<file path="src/rtl/debugger_uart.sv">
// rtl/debugger_uart.sv - periodic UART dumper of data_in, MSB byte first, 8N1
// Optional command receiver built when DEBUGGER_CMD_RX_EN is defined.
`timescale 1ns/1ps
module debugger_uart #(
  parameter int DATA_WIDTH         = 32,
  parameter int DIVIDER_TICKS      = 1000,
  parameter int UART_TICKS_PER_BIT = 4
) (
  input  logic                  clk_in,
  input  logic                  reset,
  input  logic [DATA_WIDTH-1:0] data_in,
  input  logic                  debug_uart_rx_in,
  output logic [7:0]            debug_command,
  output logic                  debug_command_pulse,
  output logic                  debug_command_busy,
  output logic                  tx_out
);

  localparam int NBYTES = DATA_WIDTH / 8;
  localparam int DW     = $clog2(DIVIDER_TICKS);
  localparam int TW     = $clog2(UART_TICKS_PER_BIT);
  localparam int IW     = (NBYTES > 1) ? $clog2(NBYTES) : 1;
  localparam logic [DW-1:0] DIV_LAST = DW'(DIVIDER_TICKS - 1);
  localparam logic [TW-1:0] BIT_LAST = TW'(UART_TICKS_PER_BIT - 1);
  localparam logic [IW-1:0] IDX_LAST = IW'(NBYTES - 1);

  logic [DW-1:0] div_cnt;
  logic          trigger;

  assign trigger = (div_cnt == DIV_LAST);

  always_ff @(posedge clk_in or negedge reset) begin
    if (!reset)       div_cnt <= '0;
    else if (trigger) div_cnt <= '0;
    else              div_cnt <= div_cnt + 1'b1;
  end

  typedef enum logic [1:0] {TX_IDLE, TX_LOAD, TX_SEND} tx_state_t;

  tx_state_t             tx_state, tx_state_n;
  logic [TW-1:0]         tx_tick, tx_tick_n;
  logic [3:0]            tx_bit, tx_bit_n;
  logic [IW-1:0]         tx_idx, tx_idx_n;
  logic [DATA_WIDTH-1:0] snapshot;
  logic [7:0]            tx_byte;
  logic                  tx_d;

  // tx_bit counts frame positions: 0 start, 1..8 data LSB first, 9 stop
  always_comb begin
    tx_state_n = tx_state;
    tx_tick_n  = tx_tick;
    tx_bit_n   = tx_bit;
    tx_idx_n   = tx_idx;
    case (tx_state)
      TX_IDLE: if (trigger) tx_state_n = TX_LOAD;
      TX_LOAD: begin
        tx_state_n = TX_SEND;
        tx_tick_n  = '0;
        tx_bit_n   = '0;
        tx_idx_n   = '0;
      end
      TX_SEND: begin
        if (tx_tick == BIT_LAST) begin
          tx_tick_n = '0;
          if (tx_bit == 4'd9) begin
            tx_bit_n = '0;
            if (tx_idx == IDX_LAST) tx_state_n = TX_IDLE;
            else                    tx_idx_n   = tx_idx + 1'b1;
          end else begin
            tx_bit_n = tx_bit + 4'd1;
          end
        end else begin
          tx_tick_n = tx_tick + 1'b1;
        end
      end
      default: tx_state_n = TX_IDLE;
    endcase
  end

  // Line level is computed from the next position so tx_out can stay registered
  always_comb begin
    tx_byte = snapshot[7:0];
    for (int i = 0; i < NBYTES; i++) begin
      if (tx_idx_n == IW'(i)) tx_byte = snapshot[DATA_WIDTH-1-8*i -: 8];
    end
    tx_d = 1'b1;
    if (tx_state_n == TX_SEND) begin
      if (tx_bit_n == 4'd0)       tx_d = 1'b0;
      else if (tx_bit_n <= 4'd8)  tx_d = tx_byte[3'(tx_bit_n - 4'd1)];
    end
  end

  always_ff @(posedge clk_in or negedge reset) begin
    if (!reset) begin
      tx_state <= TX_IDLE;
      tx_tick  <= '0;
      tx_bit   <= '0;
      tx_idx   <= '0;
      snapshot <= '0;
      tx_out   <= 1'b1;
    end else begin
      tx_state <= tx_state_n;
      tx_tick  <= tx_tick_n;
      tx_bit   <= tx_bit_n;
      tx_idx   <= tx_idx_n;
      tx_out   <= tx_d;
      if (tx_state == TX_LOAD) snapshot <= data_in;
    end
  end

`ifdef DEBUGGER_CMD_RX_EN
  typedef enum logic [2:0] {RX_IDLE, RX_START, RX_DATA, RX_STOP, RX_WAIT} rx_state_t;

  localparam logic [TW-1:0] HALF_LAST = TW'(UART_TICKS_PER_BIT / 2 - 1);

  rx_state_t     rx_state, rx_state_n;
  logic          rx_meta, rx_sync, rx_prev;
  logic [TW-1:0] rx_tick, rx_tick_n;
  logic [2:0]    rx_bit, rx_bit_n;
  logic [7:0]    rx_shift, rx_shift_n, cmd_n;
  logic          pulse_n;

  always_comb begin
    rx_state_n = rx_state;
    rx_tick_n  = rx_tick;
    rx_bit_n   = rx_bit;
    rx_shift_n = rx_shift;
    cmd_n      = debug_command;
    pulse_n    = 1'b0;
    case (rx_state)
      RX_IDLE: begin
        if (rx_prev && !rx_sync) begin
          rx_state_n = RX_START;
          rx_tick_n  = '0;
        end
      end
      RX_START: begin
        if (rx_tick == HALF_LAST) begin
          rx_tick_n = '0;
          rx_bit_n  = '0;
          rx_state_n = rx_sync ? RX_IDLE : RX_DATA;
        end else begin
          rx_tick_n = rx_tick + 1'b1;
        end
      end
      RX_DATA: begin
        if (rx_tick == BIT_LAST) begin
          rx_tick_n  = '0;
          rx_shift_n = {rx_sync, rx_shift[7:1]};
          if (rx_bit == 3'd7) rx_state_n = RX_STOP;
          else                rx_bit_n   = rx_bit + 3'd1;
        end else begin
          rx_tick_n = rx_tick + 1'b1;
        end
      end
      RX_STOP: begin
        if (rx_tick == BIT_LAST) begin
          rx_tick_n = '0;
          if (rx_sync) begin
            cmd_n      = rx_shift;
            pulse_n    = 1'b1;
            rx_state_n = RX_IDLE;
          end else begin
            rx_state_n = RX_WAIT;
          end
        end else begin
          rx_tick_n = rx_tick + 1'b1;
        end
      end
      RX_WAIT: if (rx_sync) rx_state_n = RX_IDLE;
      default: rx_state_n = RX_IDLE;
    endcase
  end

  always_ff @(posedge clk_in or negedge reset) begin
    if (!reset) begin
      rx_meta             <= 1'b1;
      rx_sync             <= 1'b1;
      rx_prev             <= 1'b1;
      rx_state            <= RX_IDLE;
      rx_tick             <= '0;
      rx_bit              <= '0;
      rx_shift            <= '0;
      debug_command       <= '0;
      debug_command_pulse <= 1'b0;
    end else begin
      rx_meta             <= debug_uart_rx_in;
      rx_sync             <= rx_meta;
      rx_prev             <= rx_sync;
      rx_state            <= rx_state_n;
      rx_tick             <= rx_tick_n;
      rx_bit              <= rx_bit_n;
      rx_shift            <= rx_shift_n;
      debug_command       <= cmd_n;
      debug_command_pulse <= pulse_n;
    end
  end

  assign debug_command_busy = (rx_state == RX_START) || (rx_state == RX_DATA) ||
                              (rx_state == RX_STOP);
`else
  logic unused_rx;
  assign unused_rx           = debug_uart_rx_in;
  assign debug_command       = 8'h00;
  assign debug_command_pulse = 1'b0;
  assign debug_command_busy  = 1'b0;
`endif

endmodule

</file>
<file path="config.mk">
export PLATFORM = sky130hd
export DESIGN_NAME = debugger_uart
export DESIGN_NICKNAME = d
export VERILOG_FILES = /design/src/rtl/debugger_uart.sv
export SDC_FILE = /design/constraint.sdc
export NUM_CORES = 1
export LEC_CHECK = 0
export CAP_MARGIN = 20
export CORE_MARGIN = 2
export CORE_UTILIZATION = 45
export DETAILED_ROUTE_END_ITERATION = 10
export PLACE_DENSITY = 0.79
export REMOVE_ABC_BUFFERS = 1
export SLEW_MARGIN = 20
export SYNTH_ARGS = -nofsm -noshare
export SYNTH_HDL_FRONTEND = slang
export SYNTH_SLANG_ARGS = --single-unit
</file>
<file path="constraint.sdc">
create_clock -name clk_in -period 7.4 [get_ports clk_in]
set_clock_uncertainty 0.2 [all_clocks]
set_input_delay 0.74 -clock clk_in [delete_from_list [all_inputs] [get_ports clk_in]]
set_output_delay 0.74 -clock clk_in [all_outputs]
set_load 0.01 [all_outputs]
</file>
[After elaboration in Yosys (flattened, before gate mapping)]
Cells that the tools add are included.
Storage, ports and cells
  bits in writable memories: 0
  word-level logic and storage cells: 52
  latch bits: 0
  output and inout port bits: 11
  bits in read-only memories: 0
  bits of input ports: 35
  flip-flop bits (word level): 53
  memories kept: 0
Cells by class
  reductions and logical operators: 4
  add/subtract/negate cells: 5
  $lt $le $gt $ge: 2
  bitwise operators: 0
  divide/modulo/power cells: 0
  shift-type cells: 0
  multiply operators: 0
  eq/ne operators: 10
  muxes and demuxes: 24
Operators by type and width (number)
  8-bit 2-to-1 mux: 4
  2-bit 2-to-1 mux: 8
  2-bit equality test (second input constant): 6
  10-bit by 1-bit adder with 10-bit output (second input constant): 1
  10-bit equality test (second input constant): 1
  10-bit 2-to-1 mux: 1
  4-bit 2-to-1 mux: 2
  2-bit case mux with 2 select lines: 2
  4-bit case mux with 2 select lines: 1
  2-bit case mux with 3 select lines: 1
  2-bit by 1-bit adder with 2-bit output (second input constant): 2
  4-bit by 1-bit adder with 4-bit output (second input constant): 1
  2-bit by 1-bit equality test with 1-bit output (second input constant): 2
  4-bit equality test (second input constant): 1
  4-bit <= comparator (second input constant): 1
  2-bit logical NOT: 2
  4-bit logical NOT: 1
  3-bit by 4-bit less-than comparator with 1-bit output (second input constant): 1
  1-bit 2-to-1 mux: 4
  1-bit binary-select mux with 3-bit select: 1
  3-bit by 1-bit subtractor with 3-bit output (second input constant): 1
  2-bit nonzero test: 1

[Longest topological paths before layout]
  depth after elaboration: 15
  depth in mapped cells: 12
  mapped depth without buffers: 11

[Worst setup path before layout]
OpenSTA, ideal clock, no wires.
  kind: register to register
  from: reg tx_state[0]
  to: reg tx_out
  slack: 4749 ps
  clock period less this slack: 2651 ps
  data arrival time: 2383 ps
  library setup time: 67 ps
  path buffers: 0
  cell stages (with the launch flop): 12
  data required time: 7133 ps
  path through: dfrtp_1 -> inv_1 -> ha_1 -> nand2_1 -> nor3b_1 -> nor2_1 -> ha_1 -> xnor2_1 -> a21boi_0 -> a22oi_1 -> o2111a_1 -> nor2_1
Between the ends
  word-level cells in the longest chain between the ends: 12
  elaborated cells on any way between the ends: 27
  classes of those cells: add/sub (1); order compare (1); eq/ne (6); mux (16); reduce/logical (3)
Ends and longest elaborated chain
  start: declaration: RTL line 40  | tx_state_t tx_state, tx_state_n;
  start signal: assignment: RTL line 102  | tx_state <= tx_state_n;
  2-bit equality test or 2-bit by 1-bit equality test with 1-bit output (tied branches): RTL line 54  | case (tx_state)
  2-bit case mux with 2 select lines: RTL line 54
  2-bit logical NOT: RTL line 84  | if (tx_idx_n == IW'(i)) tx_byte = snapshot[DATA_WIDTH-1-8*i -: 8];
  8-bit 2-to-1 mux (4 in series): RTL line 84
  1-bit binary-select mux with 3-bit select: RTL line 89  | else if (tx_bit_n <= 4'd8) tx_d = tx_byte[3'(tx_bit_n - 4'd1)];
  1-bit 2-to-1 mux (not written as such): RTL line 89
  1-bit 2-to-1 mux: RTL line 89
  1-bit 2-to-1 mux: RTL line 88  | if (tx_bit_n == 4'd0) tx_d = 1'b0;
  1-bit 2-to-1 mux *: RTL line 87  | if (tx_state_n == TX_SEND) begin
  net tx_d: RTL line 46  | logic tx_d;
  end signal: assignment: RTL line 106  | tx_out <= tx_d;
  end: declaration: RTL line 16  | output logic tx_out
Mark *: on every way through the listed nets, which the timed path passes. The rest lies on a longest branch. The select of a mux whose other input is x is not followed.
A chain may end at the register's enable or synchronous reset.

[Worst setup path in the final report]
Same ends and word-level chain as after synthesis.

==> results.txt <==
Worst EP required: 7440 ps
Bufs on Longest Clock Path: 2
Gr ovfl total: 0
DRT Pass-1 Iters: 4
P&R area growth vs syn: 15.3%
Antenna cells: 0
DIE HEIGHT: 84.3 um
Hold Path Depth: 1
First-pass GRT wire length: 9.88 mm
Largest net degree at the start of global routing: 54
Iter 0 DRT Violations: 60
Final Total Pwr: 509 uW
R2r setup slk: 4090 ps
Primary FF master, synth: dfrtp_1
Crit path arrival time: 3350 ps
Asr flop ratio synth: 100%
Synth top area cells: dfrtp_1 45%, mux2_2 12%, nand2_1 3.1%
Yosys cell types: 55
Vias in the first global route: 2,129
Setup TNS: 0 ps
Hold Buf Count CTS: 0
H-Tree Depth: 2
Die footprint: 7110 um2
Wire per inst: 14.9 um
Clk root buf: clkbuf_8
FF-to-FF End: tx_out
Row cnt: 29
Critical Path Source Type: flop
CTS tree: done
Reg2reg start: tx_state[0]
Vias: 2,129
Die Width: 84.3 um
Max Cap Viol: 0
RSZ-0062 raised after global routing: no
Sink Count: 53
Clock Latency Late Sink: 300 ps
Fraction of layout cells with a size suffix above 1: 16.6%
Hold Vio Cnt, Final: 0
Drt drc: 0
Reg2Reg Depth: 11
Clock-pin slew of the registers on the worst-case setup and hold paths: 90 ps
Status: finished clean
Io pins: 46
Power per cell area: 152 nW/um2
Num CTS Buffers: 5
Synth warn: 0
FMAX: 302 MHz
Rel. slew slack: 55.8%
Hold WC Path Type: flop to flop
Cell area after synthesis: 2900 um2
Leakage: 1.51 nW
GP Congestion: 0.797
Post-CTS sizing: 0
DP Wirelength: 4.12 mm
Setup Crit Path Kind: flop to flop
Maximum VDD drop: 0.000101 V
CP endpoint kind: flop
Nets@finish: 344
Critical path peak fanout: 16
Antenna Nets Post-Route: 0
Drt via density: 5.62
Postcts setup bufs: 0
Core area: 6280 um2
Mapped Avg Cell Area: 10.8 um2
Largest area contributor in the netlist: dfrtp_1
Starting Density: 46.2%
Worst Hold Path EP: div_cnt[0]
Pins Over Slew Limit: 0
Area fraction of the dominant cell type after synthesis: 44.8%
GR Util met2: 29.8%
Slew @ Worst Pin: 662 ps
Setup violations, final: 0
EDFF count, synth: 0
Period utilisation layout: 44.8%
Seq cells post-synth: 53
Antenna violations before repair: 0
Post-synthesis sequential area ratio: 45.8%
Min cycle time layout: 3310 ps
Met1 Use GR: 21.8%
Top Usage Layer GRT: met2
PortBufs: 34
Met3 Usage GRT: 2.36%
Total track usage: 16.8%
Hold Crit Start: div_cnt[0]
Post-Route WL: 5.64 mm
Synthesized instance count: 269
[worst max path at each step]
| stage | end | start | depth (start not counted) |
|---|---|---|---|
| finish | tx_out | tx_state[0] | 11 |
| global route | tx_out | tx_state[0] | 11 |
| global placement | tx_out | tx_state[0] | 11 |
| floorplan | tx_out | tx_state[0] | 11 |
| CTS | tx_out | tx_state[1] | 11 |
| detailed placement | tx_out | tx_state[1] | 11 |
[critical path, cell delays in order (launching register included)]
cell and delay (ps):
dfrtp_1 410, inv_1 80, ha_1 620, nand2_1 140, nor3b_1 390, nor2_1 190
ha_1 270, xnor2_1 190, a211oi_1 270, o221ai_1 190, o2111a_1 180, nor2_1 110
[cell families after synthesis]
| group | share of synthesized area [%] |
|---|---|
| fa+ha+maj | 3.02 |
| simple gates | 15.0 |
| compound gates | 14.8 |
| mux | 12.4 |
| xor+xnor | 2.11 |
| buf+inv | 6.81 |
| other cells | 0.129 |
| flops | 45.8 |
[metal layers]
metal | routed length, um | vias to the layer above
met5 | 0 | -
met4 | 86 | 0
met3 | 186 | 12
met2 | 2880 | 59
met1 | 2480 | 1039
li1 | - | 1019
[per-stage QoR]
stage          utilization (%)  cell area [um2]  hold slack, ps  instances  worst slack, ps
2_1_floorplan                -             2790             244        259             4590
3_3_place_gp              51.6             3240             272        372             4210
3_5_place_dp              51.6             3240             286        372             4160
4_1_cts                   53.3             3340             299        379             4110
5_1_grt                   53.3             3340             308        379             3890
6_report                  53.3             3340             303        379             4090
[report_power, final]
group / internal [mW] / total, mW / switching, mW / leakage [nW]
clock network: 0.100 / 0.195 / 0.0946 / 0.0546
logic: 0.0152 / 0.0250 / 0.00987 / 0.745
registers: 0.289 / 0.289 / 0 / 0.707
total: 0.405 / 0.509 / 0.105 / 1.51
[cell usage after synthesis (all sizes together), types with 2 or more instances]
cell type	n
a2111oi	4
a211oi	2
a21boi	5
a21oi	9
a221oi	3
a22o	4
a22oi	2
a31oi	5
and2b	2
and3	2
buf	17
clkbuf	2
dfrtp	52
ha	7
inv	14
mux2	31
nand2	24
nand2b	3
nand3	11
nand4	5
nand4b	2
nor2	11
nor2b	4
nor3	2
nor3b	4
nor4	4
o211ai	2
o21ai	9
o21bai	2
o221ai	2
or3	2
xnor2	2
xor2	5
[sequential cells by signal, indices dropped and copies added, names as in the netlist]
| register | flops |
|---|---|
| tx_bit | 4 |
| tx_state | 2 |
| tx_tick | 2 |
| tx_idx | 2 |
| tx_out | 1 |
| div_cnt | 10 |
| snapshot | 32 |
[layout make-up]
class,count,area (um2)
timing repair buffer,36,350
tap,77,96.3
sequential,53,1330
clock inverter,2,38.8
clock buffer,5,68.8
inverter,14,52.6
multi-input combinational,192,1410
fill,558,2930
[cell usage in the layout (no fill, tap or decap), types with 3 or more instances in the layout]
cell             instances
dfrtp_1                 52
clkdlybuf4s50_1         33
mux2_2                  31
nand2_1                 24
inv_1                   14
nor2_1                  11
nand3_1                 11
conb_1                  10
o21ai_0                  9
a21oi_1                  9
ha_1                     7
a21boi_0                 5
nand4_1                  5
xor2_1                   5
clkbuf_8                 5
nor2b_1                  4
nor4_1                   4
a31oi_1                  4
nand2b_1                 3
nor3b_1                  3
a22o_1                   3
a221oi_1                 3
Note: power is estimated with default switching activity, not from simulation.
